--- config.mk ---
export PLATFORM = sky130hd
export DESIGN_NAME = rs_dec_lane_sched
export DESIGN_NICKNAME = d
export VERILOG_FILES = /design/src/rtl/rs_dec_pkg.sv /design/src/rtl/rs_tag_fifo.sv /design/src/rtl/rs_dec_lane_sched.sv
export SDC_FILE = /design/constraint.sdc
export NUM_CORES = 1
export LEC_CHECK = 0
export BUFFER_PORTS_ARGS = -buffer_cell sky130_fd_sc_hd__buf_4
export CORE_MARGIN = 2
export CORE_UTILIZATION = 54
export CTS_CLUSTER_DIAMETER = 40
export DETAILED_ROUTE_END_ITERATION = 8
export PLACE_DENSITY = 0.8
export SYNTH_ARGS = -nofsm -noshare
export SYNTH_HDL_FRONTEND = slang
export SYNTH_SLANG_ARGS = --single-unit
export TNS_END_PERCENT = 100
--- constraint.sdc ---
create_clock -name clk -period 7.12 [get_ports clk]
set_input_delay 1.424 -clock clk [delete_from_list [all_inputs] [get_ports clk]]
set_output_delay 1.424 -clock clk [all_outputs]
set_load 0.005 [all_outputs]
--- src/rtl/rs_dec_pkg.sv ---
// rs_dec_pkg: shared constants and types for the RS(255,251) lane scheduler
package rs_dec_pkg;
  localparam int NN = 255;
  localparam int KK = 251;
  localparam int TT = 2;
  typedef enum logic {IDLE, XFER} state_t;
  typedef logic [1:0] lane_t;
endpackage

--- src/rtl/rs_tag_fifo.sv ---
// rs_tag_fifo: synchronous FIFO of lane IDs for codewords in flight in the decoder
module rs_tag_fifo #(
  parameter int W     = 2,
  parameter int DEPTH = 4
) (
  input  logic         clk,
  input  logic         rst_n,
  input  logic         push,
  input  logic         pop,
  input  logic [W-1:0] din,
  output logic [W-1:0] head,
  output logic         full,
  output logic         empty
);
  localparam int AW = $clog2(DEPTH);
  logic [W-1:0] mem [DEPTH];
  logic [AW-1:0] wp, rp;
  logic [AW:0] cnt;
  logic wr, rd;
  assign rd = pop && !empty;
  assign wr = push && (!full || rd);
  assign full = cnt == (AW+1)'(DEPTH);
  assign empty = cnt == '0;
  assign head = mem[rp];
  // pointers and occupancy; a simultaneous push and pop leaves occupancy unchanged
  always_ff @(posedge clk) begin
    if (!rst_n) begin
      wp <= '0;
      rp <= '0;
      cnt <= '0;
    end else begin
      wp <= wp + AW'(wr);
      rp <= rp + AW'(rd);
      cnt <= cnt + (AW+1)'(wr) - (AW+1)'(rd);
    end
  end
  // storage needs no reset: entries are only read once counted in
  always_ff @(posedge clk) begin
    if (wr) mem[wp] <= din;
  end
endmodule

--- src/rtl/rs_dec_lane_sched.sv ---
// rs_dec_lane_sched: round-robin sharing of one RS decoder between FRL lanes with lane-tagged results
module rs_dec_lane_sched #(
  parameter int NN        = 255,
  parameter int NLANES    = 4,
  parameter int TAG_DEPTH = 4
) (
  input  logic                clk,
  input  logic                rst_n,
  input  logic [NLANES-1:0]   lane_val,
  input  logic [NLANES-1:0]   lane_sop,
  input  logic [NLANES-1:0]   lane_eop,
  input  logic [8*NLANES-1:0] lane_din,
  output logic [NLANES-1:0]   lane_rdy,
  output logic                din_val,
  output logic                din_sop,
  output logic                din_eop,
  output logic [7:0]          din,
  input  logic                busy,
  input  logic                dec_done,
  input  logic                dec_fail,
  input  logic [1:0]          error_num,
  output logic                res_val,
  output logic [1:0]          res_lane,
  output logic                res_fail,
  output logic [1:0]          res_err_num,
  output logic                proto_err
);
  import rs_dec_pkg::*;
  state_t state, state_d;
  lane_t cur, last_grant, win, head;
  logic [7:0] cnt;
  logic [NLANES-1:0] req, stray;
  logic found, grant, acc, at_last, cw_end, pop, full, empty;
  assign req = lane_val & lane_sop;
  assign stray = lane_val & ~lane_sop;
  assign acc = state == XFER && lane_val[cur];
  assign at_last = cnt == 8'(NN-1);
  assign cw_end = acc && (lane_eop[cur] || at_last);
  assign grant = state == IDLE && found && !busy && !full;
  assign pop = dec_done || dec_fail;
  // first requester after last_grant; descending scan so the nearest one wins
  always_comb begin
    int j;
    win = last_grant;
    found = 1'b0;
    for (int k = NLANES; k >= 1; k--) begin
      j = (int'(last_grant) + k) % NLANES;
      if (req[j[1:0]]) begin
        win = j[1:0];
        found = 1'b1;
      end
    end
  end
  // ready decode: IDLE soaks up stray non-sop symbols, XFER serves only the granted lane
  always_comb begin
    lane_rdy = '0;
    for (int i = 0; i < NLANES; i++) lane_rdy[i] = state == XFER ? cur == lane_t'(i) : !lane_sop[i];
  end
  // next state
  always_comb state_d = state == IDLE ? (grant ? XFER : IDLE) : (cw_end ? IDLE : XFER);
  // FSM, grant bookkeeping and per-codeword symbol count
  always_ff @(posedge clk) begin
    if (!rst_n) begin
      state <= IDLE;
      cur <= '0;
      last_grant <= '0;
      cnt <= '0;
    end else begin
      state <= state_d;
      if (grant) begin
        cur <= win;
        last_grant <= win;
      end
      cnt <= cw_end ? 8'd0 : cnt + 8'(acc);
    end
  end
  rs_tag_fifo #(.W(2), .DEPTH(TAG_DEPTH)) u_tags (
    .clk(clk),
    .rst_n(rst_n),
    .push(cw_end),
    .pop(pop),
    .din(cur),
    .head(head),
    .full(full),
    .empty(empty)
  );
  // single register stage for the decoder feed, results and protocol error pulses
  always_ff @(posedge clk) begin
    if (!rst_n) begin
      din_val <= 1'b0;
      din_sop <= 1'b0;
      din_eop <= 1'b0;
      din <= '0;
      res_val <= 1'b0;
      res_lane <= '0;
      res_fail <= 1'b0;
      res_err_num <= '0;
      proto_err <= 1'b0;
    end else begin
      din_val <= acc;
      din_sop <= acc && lane_sop[cur] && cnt == 8'd0;
      din_eop <= cw_end;
      din <= lane_din[8*cur +: 8];
      res_val <= pop && !empty;
      res_lane <= head;
      res_fail <= dec_fail;
      res_err_num <= dec_fail ? 2'd0 : error_num;
      proto_err <= (state == IDLE && |stray) || (acc && (lane_eop[cur] != at_last)) ||
                   (acc && lane_sop[cur] && cnt != 8'd0) || (pop && empty);
    end
  end
endmodule

Yosys cells after proc, flatten, opt, wreduce, memory -nomap -nowiden
Memory sizes are Yosys's and may differ from the RTL's. A register that Yosys moved wholly into a read port is not among the register bits.
Index checks and enable logic that the tools add are counted.
{ "word_totals": {"ff_bits": 34, "mem_bits_rw": 8, "out_inout_bits": 22, "word_cells": 108, "n_memories": 1} }
{ "op_classes": {"addsub": 9, "order_cmp": 5, "eq_ne": 6, "shifts": 1, "muxes": 31, "bitwise_logic": 5, "reduce_logical": 36} }
{ "memory_table": {"columns": ["name", "words", "width", "read_ports", "rd_clocked_by_memory_dff", "write_ports", "line_no", "source"], "rows": [
  ["u_tags.mem", 4, 2, 1, 1, 1, "rs_tag_fifo.sv:16", "logic [W-1:0] mem [DEPTH];"]
]} }
{ "op_table": {"columns": ["op", "count"], "rows": [
  ["indexed part select 32 x 6 -> 8 bit", 1],
  ["two-way mux 1 bit", 20],
  ["less-than comparator 2 x 3 -> 1 bit (second input constant)", 5],
  ["binary-select mux 1 bit (select 2 bit)", 7],
  ["logical AND 1 bit", 13],
  ["adder 8 x 1 -> 8 bit", 1],
  ["AND 4 bit", 2],
  ["== test 8 bit (second input constant)", 1],
  ["logical NOT 1 bit", 8],
  ["logical NOT 8 bit", 1],
  ["two-way mux 2 bit", 4],
  ["nonzero test 8 bit", 1],
  ["logical OR 1 bit", 6],
  ["adder 2 x 1 -> 2 bit", 2],
  ["adder 2 x 1 -> 2 bit (second input constant)", 2],
  ["adder 2 bit (second input constant)", 2],
  ["== test 2 bit (second input constant)", 2],
  ["NOT 4 bit", 1],
  ["nonzero test 4 bit", 1],
  ["OR reduction 2 bit", 2],
  ["OR reduction 4 bit", 1],
  ["adder 3 x 1 -> 3 bit", 1],
  ["== test 3 bit (second input constant)", 1],
  ["logical NOT 3 bit", 1],
  ["6 further kinds", 7]
]} }

Depth between registers and ports, before layout
Gate-level depths: netlist (run 1).
{ "logic_depth": {"depth_word": 12, "mapped_depth": 14} }

Cells and area by module
From an unflattened synthesis (run 1), not the netlist that was laid out.
{ "hier_totals": {"cells_unflattened": 201, "area_unflattened_um2": 2235.9} }
{ "by_module_without_submodules": {"columns": ["mod", "n_inst", "cells_per_inst", "area_per_inst_um2"], "rows": [
  ["rs_dec_lane_sched", 1, 153, 1549.0],
  ["rs_tag_fifo", 1, 48, 686.9]
]} }

Worst setup path before layout (run 1)
Ideal clock, no wire load.
{ "synth_timing": {"path_type": "input -> register", "from": "input lane_eop[3]", "to": "register u_tags.cnt[2]", "setup_ps": 115, "arrival_time_ps": 3431, "setup_slack_ps": 3574, "stages": 12, "path_buffers": 0, "path_cell_list": "mux4_2 inv_1 ha_1 inv_1 nand3_1 o21bai_1 inv_1 ha_1 fa_1 xor2_1 xnor2_1 and2_1"} }
{ "synth_via": {"elab_chain_cells": 7} }
{ "synth_rtl": {"columns": ["item", "line_no", "source"], "rows": [
  ["start: declaration", "rs_dec_lane_sched.sv:11", "input logic [NLANES-1:0] lane_eop,"],
  ["binary-select mux 1 bit (select 2 bit)", "rs_dec_lane_sched.sv:38", "assign cw_end = acc && (lane_eop[cur] || at_last);"],
  ["two-way mux 1 bit (implied by the code)", "rs_dec_lane_sched.sv:38", null],
  ["logical OR 1 bit", "rs_dec_lane_sched.sv:38", null],
  ["logical AND 1 bit", "rs_dec_lane_sched.sv:38", null],
  ["logical AND 1 bit", "rs_tag_fifo.sv:21", "assign wr = push && (!full || rd);"],
  ["adder 3 x 1 -> 3 bit", "rs_tag_fifo.sv:34", "cnt <= cnt + (AW+1)'(wr) - (AW+1)'(rd);"],
  ["subtractor 3 x 1 -> 3 bit", "rs_tag_fifo.sv:34", null],
  ["end signal: assignment", "rs_tag_fifo.sv:34", null],
  ["end: declaration", "rs_tag_fifo.sv:18", "logic [AW:0] cnt;"]
]} }
No other way between the ends. The select of a mux whose other input is x is not followed.
A chain may end at the register's enable or synchronous reset.

Worst setup path after layout (run 1)
Ends and elaborated chain as after synthesis.

==> run summary, run 1 <==
status = complete, no violations
NumNets Final = 339
Worst path max stage delay = 0.45 ns
Post-CTS Hold Buffers = 0
Syn. warnings = 0
DR iter-0 viols = 45
slew at the pin closest to its max-slew limit = 0.9177 ns
Lkg Pwr = 1.315 nW
DRC errors left = 0
delay-heaviest family, CP = adder cells
number of flops mapped to enable cells by yosys = 8
Min-Delay Path Depth = 2
Max Slew Vio Count = 0
Final Power = 0.7515 mW
core area = 0.004000 mm^2
routed len/inst = 13.94 um
vias in the first global route = 1607
ys flop type = dfxtp_1
Die Y = 68.46 um
width of the die = 68.46 um
Crit Path Category = in2reg
Synth cell types = 39
Initial Util = 56.08%
I/O Buffers = 72
CP Buf/Inv Count = 4
clock insertion delay at the later pin of the skew report = 0.29 ns
min cycle time layout = 3.517 ns
Placed Instances = 319
FFs w/ async S/R, synth = 0%
Place WS = 3.286 ns
DP Area = 0.002815 mm^2
Via-to-Cell Ratio = 5.428
number of diodes = 0
commonest non-fill, non-tap cell in the layout = buf_4
via count = 1775
global route total overflow = 0
DRT antenna net count = 0
worst hold endpoint = cnt[5]$_SDFF_PP0_
Synth Register Bits = 44
final worst setup slack = 3.603 ns
Resize count post-CTS = 0
Cell Count, Final, Fillers Out = 327
slew margin rel. = 38.74%
synthesized area = 0.002243 mm^2
Worst R2R End = u_tags.cnt[2]$_SDFF_PN0_
num rows = 23
critical path required time = 7.31 ns
buffer type at the clock tree root = clkbuf_8
Setup Fix Bufs, Post-CTS = 0
routability-driven placement congestion ratio = 0.8770
multi-input logic area = 0.001199 mm^2
Filler Cell Count = 314
Area contributors post-synth = dfxtp_1 (32%), mux4_2 (16%), edfxtp_1 (11%)
Hold Startpoint = cnt[5]$_SDFF_PP0_
cell mode on critical path = inv_1
most frequent cells in the layout = buf_4 (73), dfxtp_1 (36), and2_1 (23), nand2_1 (17), mux4_2 (16)
Fin Setup TNS = 0 ns
Max VDD drop = 0.0001308 V
Pre-antenna DRT Iters = 5
WHS = 0.5428 ns
f_max = 0.2843 GHz
# IOs = 73
Cells after Synth = 204
slowest CP cell = mux4_2
All-Layer GR Usage = 20.77%
PwrDens = 256.8 mW/mm^2
dpl hpwl = 3.471 mm
metal2 WL = 2.231 mm
Routed Wire Length = 4.559 mm
Longest Clk Path Bufs = 2
Storage cell area = 960.9 um^2
crit path cell chain = buf_4 > mux4_2 > inv_1 > ha_1 > inv_1 > nand3_1 > o21bai_1 > inv_1 > ha_1 > fa_1 > xor2_1 > xnor2_1 > and2_1
design area = 0.002927 mm^2
die area = 0.004686 mm^2
number of CTS-inserted buffers = 5
RSZ-0062 raised after global routing = false
count of final hold-check violations = 0
Startpoint Class = input port
initial antenna violation count = 0
R2R cell count = 12
syn avg cell area = 11.00 um^2
share of the synthesized area in the top cell type = 32.12%
clock sink count = 44
Worst-path clk slew = 0.08 ns
syn nets = 267
setup violators final = 0
top sig layer = met4
crit path DAT = 3.70 ns
Final Util = 73.16%
htree depth = 2
largest net degree at the start of global routing = 31
Max Cap Viol = 0
Worst Clk Skew = 0.003160 ns
fin crit share = 49.40%
Worst Path Max Fanout = 4
share of cells above drive strength 1 = 36.10%
wl on met1 = 2.026 mm
worst r2r src = last_grant[1]$_SDFFE_PN0P_
post-synthesis to final-layout area growth = 30.45%
CP Capture Type = flop
CTS tree = yes
first-pass GRT wire length = 7.203 mm
dominant cell type by area after synthesis = dfxtp_1
DR WL met3 = 232 um
Min-Delay Path Class = reg2reg
sequential-to-total area share from yosys stat = 42.83%
R2R setup slack = 3.95 ns
==> layer usage <==
layer / vias up / GRT usage (%)
met4: 0 / 5.750
met5: - / 0
met1: 843 / 26.74
li1: 870 / -
met2: 56 / 35.58
met3: 6 / 3.783
==> where the power goes <==
group / switching, mW / internal [mW] / total (mW)
Combinational: 0.0984 / 0.145 / 0.243
Sequential: 0.0327 / 0.290 / 0.322
Clock: 0.0822 / 0.104 / 0.186
Total: 0.213 / 0.538 / 0.751
==> how the worst max path moves through the flow <==
stage                startpoint                  endpoint  slack, ns  cells after the start
floorplan           lane_eop[3]  u_tags.cnt[2]$_SDFF_PN0_       3.57                     12
global placement    lane_eop[3]  u_tags.cnt[2]$_SDFF_PN0_       3.36                     13
detailed placement  lane_eop[3]  u_tags.cnt[2]$_SDFF_PN0_       3.29                     13
CTS                 lane_eop[3]  u_tags.cnt[2]$_SDFF_PN0_       3.59                     13
global route        lane_eop[3]  u_tags.cnt[2]$_SDFF_PN0_       3.40                     13
finish              lane_eop[3]  u_tags.cnt[2]$_SDFF_PN0_       3.60                     13
==> cell type report <==
class | instances | area share, %
multi-input combinational | 140 | 40.96
sequential | 44 | 32.83
timing repair buffer | 73 | 18.73
clock buffer | 5 | 2.351
tap | 50 | 2.138
inverter | 12 | 1.539
clock inverter | 3 | 1.454
==> cells by family (layout without fill, tap and decap cells) <==
kind of cell | after synthesis | count (layout) | synth area share [%]
xor gates and xnor gates | 10 | 10 | 3.904
muxes | 17 | 17 | 16.51
DFF | 44 | 44 | 42.83
AOI/OAI and AO/OA | 18 | 18 | 5.801
and+or+nand+nor | 83 | 83 | 20.19
adders and majority gates | 12 | 12 | 7.027
buffers and inverters | 20 | 93 | 3.736
==> Yosys cell counts (all sizes together) (3+ instances only) <==
| master | n |
|---|---|
| nand4 | 3 |
| mux4 | 16 |
| clkbuf | 5 |
| nand2b | 3 |
| xor2 | 8 |
| nand2 | 17 |
| nor2 | 11 |
| ha | 11 |
| inv | 12 |
| edfxtp | 8 |
| buf | 3 |
| dfxtp | 36 |
| and2 | 24 |
| nand3 | 8 |
| nor3b | 3 |
| and3 | 4 |
| o21ai | 6 |
==> worst register-to-register path, stage by stage (launching register included) <==
cell,delay [ns]
dfxtp_1,0.93
mux4_2,0.42
inv_1,0.09
ha_1,0.17
inv_1,0.04
nand3_1,0.12
o21bai_1,0.17
inv_1,0.13
ha_1,0.21
fa_1,0.37
xor2_1,0.16
xnor2_1,0.12
and2_1,0.14
==> sequential cells by signal (all words and copies together) (netlist names), 2 cells and up <==
| register | cells |
|---|---|
| u_tags.rp | 2 |
| cnt | 8 |
| din | 8 |
| u_tags.cnt | 3 |
| res_lane | 2 |
| u_tags.wp | 2 |
| res_err_num | 2 |
| last_grant | 2 |
| u_tags.mem | 8 |
No activity file was read; power rests on OpenSTA's default activity.
==> inputs of run 2 (changes only) <==
Settings changed: ABC_AREA set to 1, CORE_UTILIZATION 54 to 46, PLACE_DENSITY 0.8 to 0.72.
Clock period 7.12 ns to 3.05 ns, I/O delays scaled along.
==> run summary, run 2 <==
status = complete, no violations
Final Power = 2.163 mW (+190%)
Sw Share = 36.47% (+8.1 points)
Flop pwr share = 36.4% (-6.5 points)
Hold Startpoint = cnt[3]$_SDFF_PP0_
largest net degree at the start of global routing = 27 (-13%)
CP Capture Type = flop
Initial Util = 47.25% (-8.8 points)
design area = 0.003110 mm^2 (+6.3%)
clock sink count = 44 (unchanged)
CTS tree = yes
crit path DAT = 2.54 ns (-1.16 ns)
Resize count post-CTS = 0 (unchanged)
I/O Buffers = 72 (unchanged)
syn nets = 385 (+44%)
Max VDD drop = 0.0002657 V (+100%)
Fin Setup TNS = 0 ns (unchanged)
NumNets Final = 460 (+36%)
via count = 2239 (+26%)
commonest non-fill, non-tap cell in the layout = buf_4
multi-input logic area = 0.001234 mm^2 (+2.9%)
fin crit share = 76.12%
Setup Fix Bufs, Post-CTS = 0 (unchanged)
number of diodes = 0 (unchanged)
post-synthesis to final-layout area growth = 30.57% (about the same)
R2R setup slack = 0.73 ns (-3.22 ns)
Synth Register Bits = 44 (unchanged)
count of final hold-check violations = 0 (unchanged)
core area = 0.005042 mm^2 (+26%)
Cell Count, Final, Fillers Out = 468 (+43%)
R2R cell count = 12 (unchanged)
Min-Delay Path Depth = 2 (unchanged)
min cycle time layout = 2.322 ns
share of cells above drive strength 1 = 26.13% (-10 points)
routability-driven placement congestion ratio = 0.8288 (-5.5%)
critical path required time = 3.27 ns (-4.04 ns)
cell with the most instances after synthesis = nor2_1
DP Area = 0.003003 mm^2 (+6.7%)
dominant cell type by area after synthesis = dfxtp_1
WHS = 0.5030 ns (-0.03979 ns)
width of the die = 75.97 um (+11%)
Place WS = 0.6032 ns (-2.682 ns)
top flop regs = cnt: 8 flops, din: 8 flops, u_tags.mem: 8 flops
slew margin rel. = 71.58% (+33 points)
global route total overflow = 0 (unchanged)
Longest Clk Path Bufs = 2 (unchanged)
Worst Clk Skew = 0.001618 ns (-0.001542 ns)
Cells after Synth = 322 (+58%)
Placed Instances = 460 (+44%)
Via-to-Cell Ratio = 4.784 (-12%)
num rows = 26 (+13%)
delay-heaviest family, CP = adder cells
Post-CTS Hold Buffers = 0 (unchanged)
setup violators final = 0 (unchanged)
number of flops mapped to enable cells by yosys = 8 (unchanged)
Worst R2R End = u_tags.cnt[2]$_SDFF_PN0_
Worst-path clk slew = 0.08 ns (about the same)
Storage cell area = 960.9 um^2 (unchanged)
crit path cell chain = buf_4 > inv_2 > nand2_1 > a32o_1 > ha_1 > nor2_4 > nand2_1 > inv_1 > ha_1 > fa_1 > and3_1 > nor3_1
Max Slew Vio Count = 0 (unchanged)
Crit Path Category = reg2reg
Startpoint Class = flop
DRC errors left = 0 (unchanged)
ys flop type = dfxtp_1
Routed Wire Length = 5.438 mm (+19%)
f_max = 0.4307 GHz
Lkg Pwr = 1.466 nW (+11%)
share of the synthesized area in the top cell type = 30.25% (-1.9 points)
sequential-to-total area share from yosys stat = 40.34% (-2.5 points)
Synth cell types = 36 (-7.7%)
Syn. warnings = 0 (unchanged)
most frequent cells in the layout = buf_4 (78), nor2_1 (65), nand2_1 (53), dfxtp_1 (36), inv_1 (32)
RSZ-0062 raised after global routing = false
vias in the first global route = 2180 (+36%)
dpl hpwl = 4.112 mm (+18%)
Die Y = 75.97 um (+11%)
routed len/inst = 11.62 um (-17%)
cell-internal power = 1.374 mW (+160%)
All-Layer GR Usage = 19.73% (-1.0 points)
FFs w/ async S/R, synth = 0% (unchanged)
worst hold endpoint = cnt[3]$_SDFF_PP0_
DRT antenna net count = 0 (unchanged)
final worst setup slack = 0.7283 ns (-2.875 ns)
htree depth = 2 (unchanged)
commonest cells in the netlist = nor2_1 (65), nand2_1 (53), dfxtp_1 (36), inv_1 (32), o21ai_0 (25)
# IOs = 73 (unchanged)
synthesized area = 0.002382 mm^2 (+6.2%)
Psw = 0.7889 mW (+270%)
Pre-antenna DRT Iters = 4 (-1)
Min-Delay Path Class = reg2reg
worst r2r src = last_grant[0]$_SDFFE_PN0P_
initial antenna violation count = 0 (unchanged)
number of CTS-inserted buffers = 5 (unchanged)
clock insertion delay at the later pin of the skew report = 0.29 ns (about the same)
Worst path max stage delay = 0.37 ns (-0.08 ns)
Area contributors post-synth = dfxtp_1 (30%), nor2_1 (10%), edfxtp_1 (10%)
syn avg cell area = 7.398 um^2 (-33%)
DR iter-0 viols = 136 (+200%)
Worst Path Max Fanout = 22 (+18)
Gate power share = 43.3% (+11 points)
CP Buf/Inv Count = 3 (-1)
Filler Cell Count = 460 (+46%)
Final Util = 61.69% (-11 points)
slew at the pin closest to its max-slew limit = 0.4258 ns (-0.4919 ns)
die area = 0.005771 mm^2 (+23%)
buffer type at the clock tree root = clkbuf_8
slowest CP cell = fa_1
PwrDens = 695.4 mW/mm^2 (+170%)
Max Cap Viol = 0 (unchanged)
first-pass GRT wire length = 9.390 mm (+30%)
Clock Power Share = 20.3% (-4.4 points)
[run 2: cell count changes in the layout (fill, tap and decap cells not counted), moves of 7 or more]
cell / change
mux4_2: -16
nor3_1: +7
a21oi_1: +14
nor2_1: +54
nand2_1: +36
and2_1: -23
inv_1: +20
o21ai_0: +19
nand3_1: +9
[run 2: worst max-delay path by stage]
| stage | cells after the start | endpoint | from | slack (ns) |
|---|---|---|---|---|
| CTS | 12 | u_tags.cnt[2]$_SDFF_PN0_ | last_grant[0]$_SDFFE_PN0P_ | 0.70 |
| detailed placement | 11 | u_tags.cnt[2]$_SDFF_PN0_ | lane_eop[3] | 0.60 |
| finish | 12 | u_tags.cnt[2]$_SDFF_PN0_ | last_grant[0]$_SDFFE_PN0P_ | 0.73 |
| global route | 12 | u_tags.cnt[2]$_SDFF_PN0_ | last_grant[0]$_SDFFE_PN0P_ | 0.51 |
| floorplan | 13 | u_tags.cnt[2]$_SDFF_PN0_ | last_grant[0]$_SDFFE_PN0P_ | 0.62 |
| global placement | 11 | u_tags.cnt[2]$_SDFF_PN0_ | lane_eop[3] | 0.64 |
[run 2: worst reg2reg max path, stage by stage, from the launching register on]
cell and delay, ns:
dfxtp_1 0.34, buf_4 0.25, inv_2 0.07, nand2_1 0.06
a32o_1 0.18, ha_1 0.20, nor2_4 0.05, nand2_1 0.13
inv_1 0.08, ha_1 0.19, fa_1 0.37, and3_1 0.19
nor3_1 0.13
[run 2: cell type report]
| cell class | instances | share of cell area, % |
|---|---|---|
| Sequential cell | 44 | 30.89 |
| Clock buffer | 6 | 2.333 |
| Inverter | 36 | 4.344 |
| Clock inverter | 2 | 1.126 |
| Timing Repair Buffer | 78 | 18.83 |
| Multi-Input combinational cell | 232 | 39.66 |
| Tap cell | 70 | 2.816 |
[run 2: kinds of logic (layout without fill, tap and decap cells)]
family | after synthesis | in the layout | synth area share (%)
buffers and inverters | 46 | 122 | 7.878
flip-flops | 44 | 44 | 40.34
adder cells (fa/ha/maj) | 12 | 12 | 6.618
XOR/XNOR | 6 | 6 | 2.206
AND/OR/NAND/NOR | 165 | 165 | 31.56
AO/OA/AOI/OAI | 49 | 49 | 11.40
[run 2: routing by layer]
| metal | wire, um | vias up | share of wire, % | GRT usage, % |
|---|---|---|---|---|
| met3 | 274 | 8 | 5.0 | 4.167 |
| met4 | 85 | 0 | 1.6 | 6.727 |
| met1 | 2423 | 989 | 45 | 24.41 |
| met5 | 0 | - | 0 | 0 |
| met2 | 2654 | 51 | 49 | 34.20 |
| li1 | - | 1191 | - | - |
[run 2: power by group through the flow]
stage	Sequential, mW	Clock, mW	Combinational [mW]
global route	0.805	0.473	1.08
CTS	0.788	0.443	0.949
global placement	0.798	0	0.923
detailed placement	0.801	0	0.936
floorplan	0.804	0	0.611
finish	0.787	0.439	0.937
==> inputs of run 3 (changes only) <==
Clock period 3.05 ns to 2.1 ns, I/O delays scaled along.
==> run summary, run 3 (synthesis gave the netlist of run 2 again) <==
Flop pwr share = 35.2% (-1.2 points)
number of CTS-inserted buffers = 5 (unchanged)
Lkg Pwr = 1.524 nW (+4.0%)
Crit Path Category = reg2reg
Final Power = 3.313 mW (+53%)
min cycle time layout = 1.984 ns (-0.3372 ns)
first-pass GRT wire length = 9.439 mm (+0.52%)
Longest Clk Path Bufs = 2 (unchanged)
RSZ-0062 raised after global routing = true
count of final hold-check violations = 0 (unchanged)
commonest non-fill, non-tap cell in the layout = buf_4
routed len/inst = 11.93 um (+2.7%)
core area = 0.005042 mm^2 (unchanged)
cell mode on critical path = nand2_2
Psw = 1.221 mW (+55%)
Worst-path clk slew = 0.09 ns (about the same)
share of cells above drive strength 1 = 32.03% (+5.9 points)
Final Util = 64.62% (+2.9 points)
CTS tree = yes
buffer type at the clock tree root = clkbuf_8
top flop regs = cnt: 8 flops, din: 8 flops, u_tags.mem: 8 flops
NumNets Final = 471 (+2.4%)
DRT antenna net count = 0 (unchanged)
CP Capture Type = flop
Worst Clk Skew = 0.01626 ns (+0.01464 ns)
number of diodes = 0 (unchanged)
crit path DAT = 2.23 ns (-0.31 ns)
Worst path max stage delay = 0.39 ns (+0.02 ns)
I/O Buffers = 72 (unchanged)
Gate power share = 44.6% (+1.3 points)
Max Cap Viol = 0 (unchanged)
All-Layer GR Usage = 19.77% (+0.041 points)
Die Y = 75.97 um (unchanged)
DRC errors left = 0 (unchanged)
htree depth = 2 (unchanged)
clock insertion delay at the later pin of the skew report = 0.30 ns (about the same)
initial antenna violation count = 0 (unchanged)
slowest CP cell = dfxtp_4
PwrDens = 1017 mW/mm^2 (+46%)
multi-input logic area = 0.001279 mm^2 (+3.7%)
Startpoint Class = flop
Via-to-Cell Ratio = 4.916 (+2.8%)
Max VDD drop = 0.0004367 V (+64%)
global route total overflow = 0 (unchanged)
post-synthesis to final-layout area growth = 36.76%
die area = 0.005771 mm^2 (unchanged)
Initial Util = 47.25% (unchanged)
largest net degree at the start of global routing = 21 (-22%)
setup violators final = 0 (unchanged)
fin crit share = 94.50% (+18 points)
Max Slew Vio Count = 0 (unchanged)
num rows = 26 (unchanged)
crit path cell chain = buf_6 > o211ai_1 > nand2_2 > nand2_4 > nor2_4 > nand2_2 > inv_2 > ha_4 > fa_2 > and3_4 > nor3_2
Routed Wire Length = 5.715 mm (+5.1%)
DR iter-0 viols = 92 (-32%)
f_max = 0.5039 GHz (+17%)
Min-Delay Path Class = in2reg
via count = 2355 (+5.2%)
# IOs = 73 (unchanged)
most frequent cells in the layout = buf_4 (87), nor2_1 (65), nand2_1 (52), dfxtp_1 (34), inv_1 (29)
critical path required time = 2.34 ns (-0.93 ns)
Clock Power Share = 20.2% (about the same)
dpl hpwl = 4.261 mm (+3.6%)
status = complete, no violations
vias in the first global route = 2177 (-0.14%)
Sw Share = 36.85% (+0.38 points)
slew margin rel. = 72.47% (+0.90 points)
Cell Count, Final, Fillers Out = 479 (+2.4%)
Filler Cell Count = 445 (-3.3%)
width of the die = 75.97 um (unchanged)
cell-internal power = 2.092 mW (+52%)
slew at the pin closest to its max-slew limit = 0.4123 ns (-0.01344 ns)
Storage cell area = 968.4 um^2 (+0.78%)
Placed Instances = 466 (+1.3%)
Pre-antenna DRT Iters = 4 (unchanged)
routability-driven placement congestion ratio = 0.8585 (+3.6%)
WHS = 0.3044 ns (-0.1986 ns)
clock sink count = 44 (unchanged)
Worst Path Max Fanout = 6 (-73%)
-- run 3: final timing paths --
kind                                                  from                   endpoint  slack [ns]  cells after the start
worst min register to register           cnt[3]$_SDFF_PP0_          cnt[3]$_SDFF_PP0_        0.52                      2
worst max register to register  last_grant[0]$_SDFFE_PN0P_   u_tags.cnt[2]$_SDFF_PN0_        0.12                     11
worst min-delay path                              dec_fail  res_err_num[0]$_SDFF_PP0_        0.30                      2
worst max-delay path            last_grant[0]$_SDFFE_PN0P_   u_tags.cnt[2]$_SDFF_PN0_        0.12                     11
-- run 3: layout make-up --
class                           instances  share of cell area (%)
Clock buffer                            5                   2.112
Inverter                               36                   4.224
Clock inverter                          3                   1.382
Timing Repair Buffer                   89                   20.62
Sequential cell                        44                   29.72
Tap cell                               70                   2.688
Multi-Input combinational cell        232                   39.25
-- run 3: repair_timing --
item / in CTS / in global routing
gates resized for setup: 0 / 12
setup endpoints to repair: 0 / 4
buffers inserted: 0 / 5
hold buffers: 0 / 0
-- run 3: metrics by stage --
stage / setup TNS [ns] / setup slack [ns] / instance area (um^2)
global route: -0.02815 / -0.02815 / 3258
finish: 0 / 0.1155 / 3258
global placement: 0 / 0.01503 / 3065
CTS: 0 / 0.04860 / 3179
detailed placement: -0.004082 / -0.004082 / 3065
floorplan: -0.004987 / -0.004500 / 2429
-- run 3: worst max-delay path, delay by kind of cell, from the launching register on --
kind	cells	cell delay (ns)
AOI/OAI and AO/OA	1	0.23
adders and majority gates	2	0.50
buffers and inverters	2	0.18
DFF	1	0.39
and+or+nand+nor	6	0.62
-- run 3: per-layer routing --
| layer | GRT usage (%) | vias up | routed length [um] |
|---|---|---|---|
| li1 | - | 1215 | - |
| met1 | 24.15 | 1072 | 2547 |
| met2 | 34.46 | 56 | 2823 |
| met3 | 3.690 | 12 | 210 |
| met4 | 7.818 | 0 | 133 |
| met5 | 0 | - | 0 |
-- run 3: power by group through the flow --
stage	clock network [mW]	logic [mW]	registers [mW]
after floorplan	0	0.928	1.18
after global placement	0	1.35	1.19
after detailed placement	0	1.36	1.20
after CTS	0.681	1.38	1.18
after global routing	0.711	1.69	1.19
final	0.669	1.48	1.17
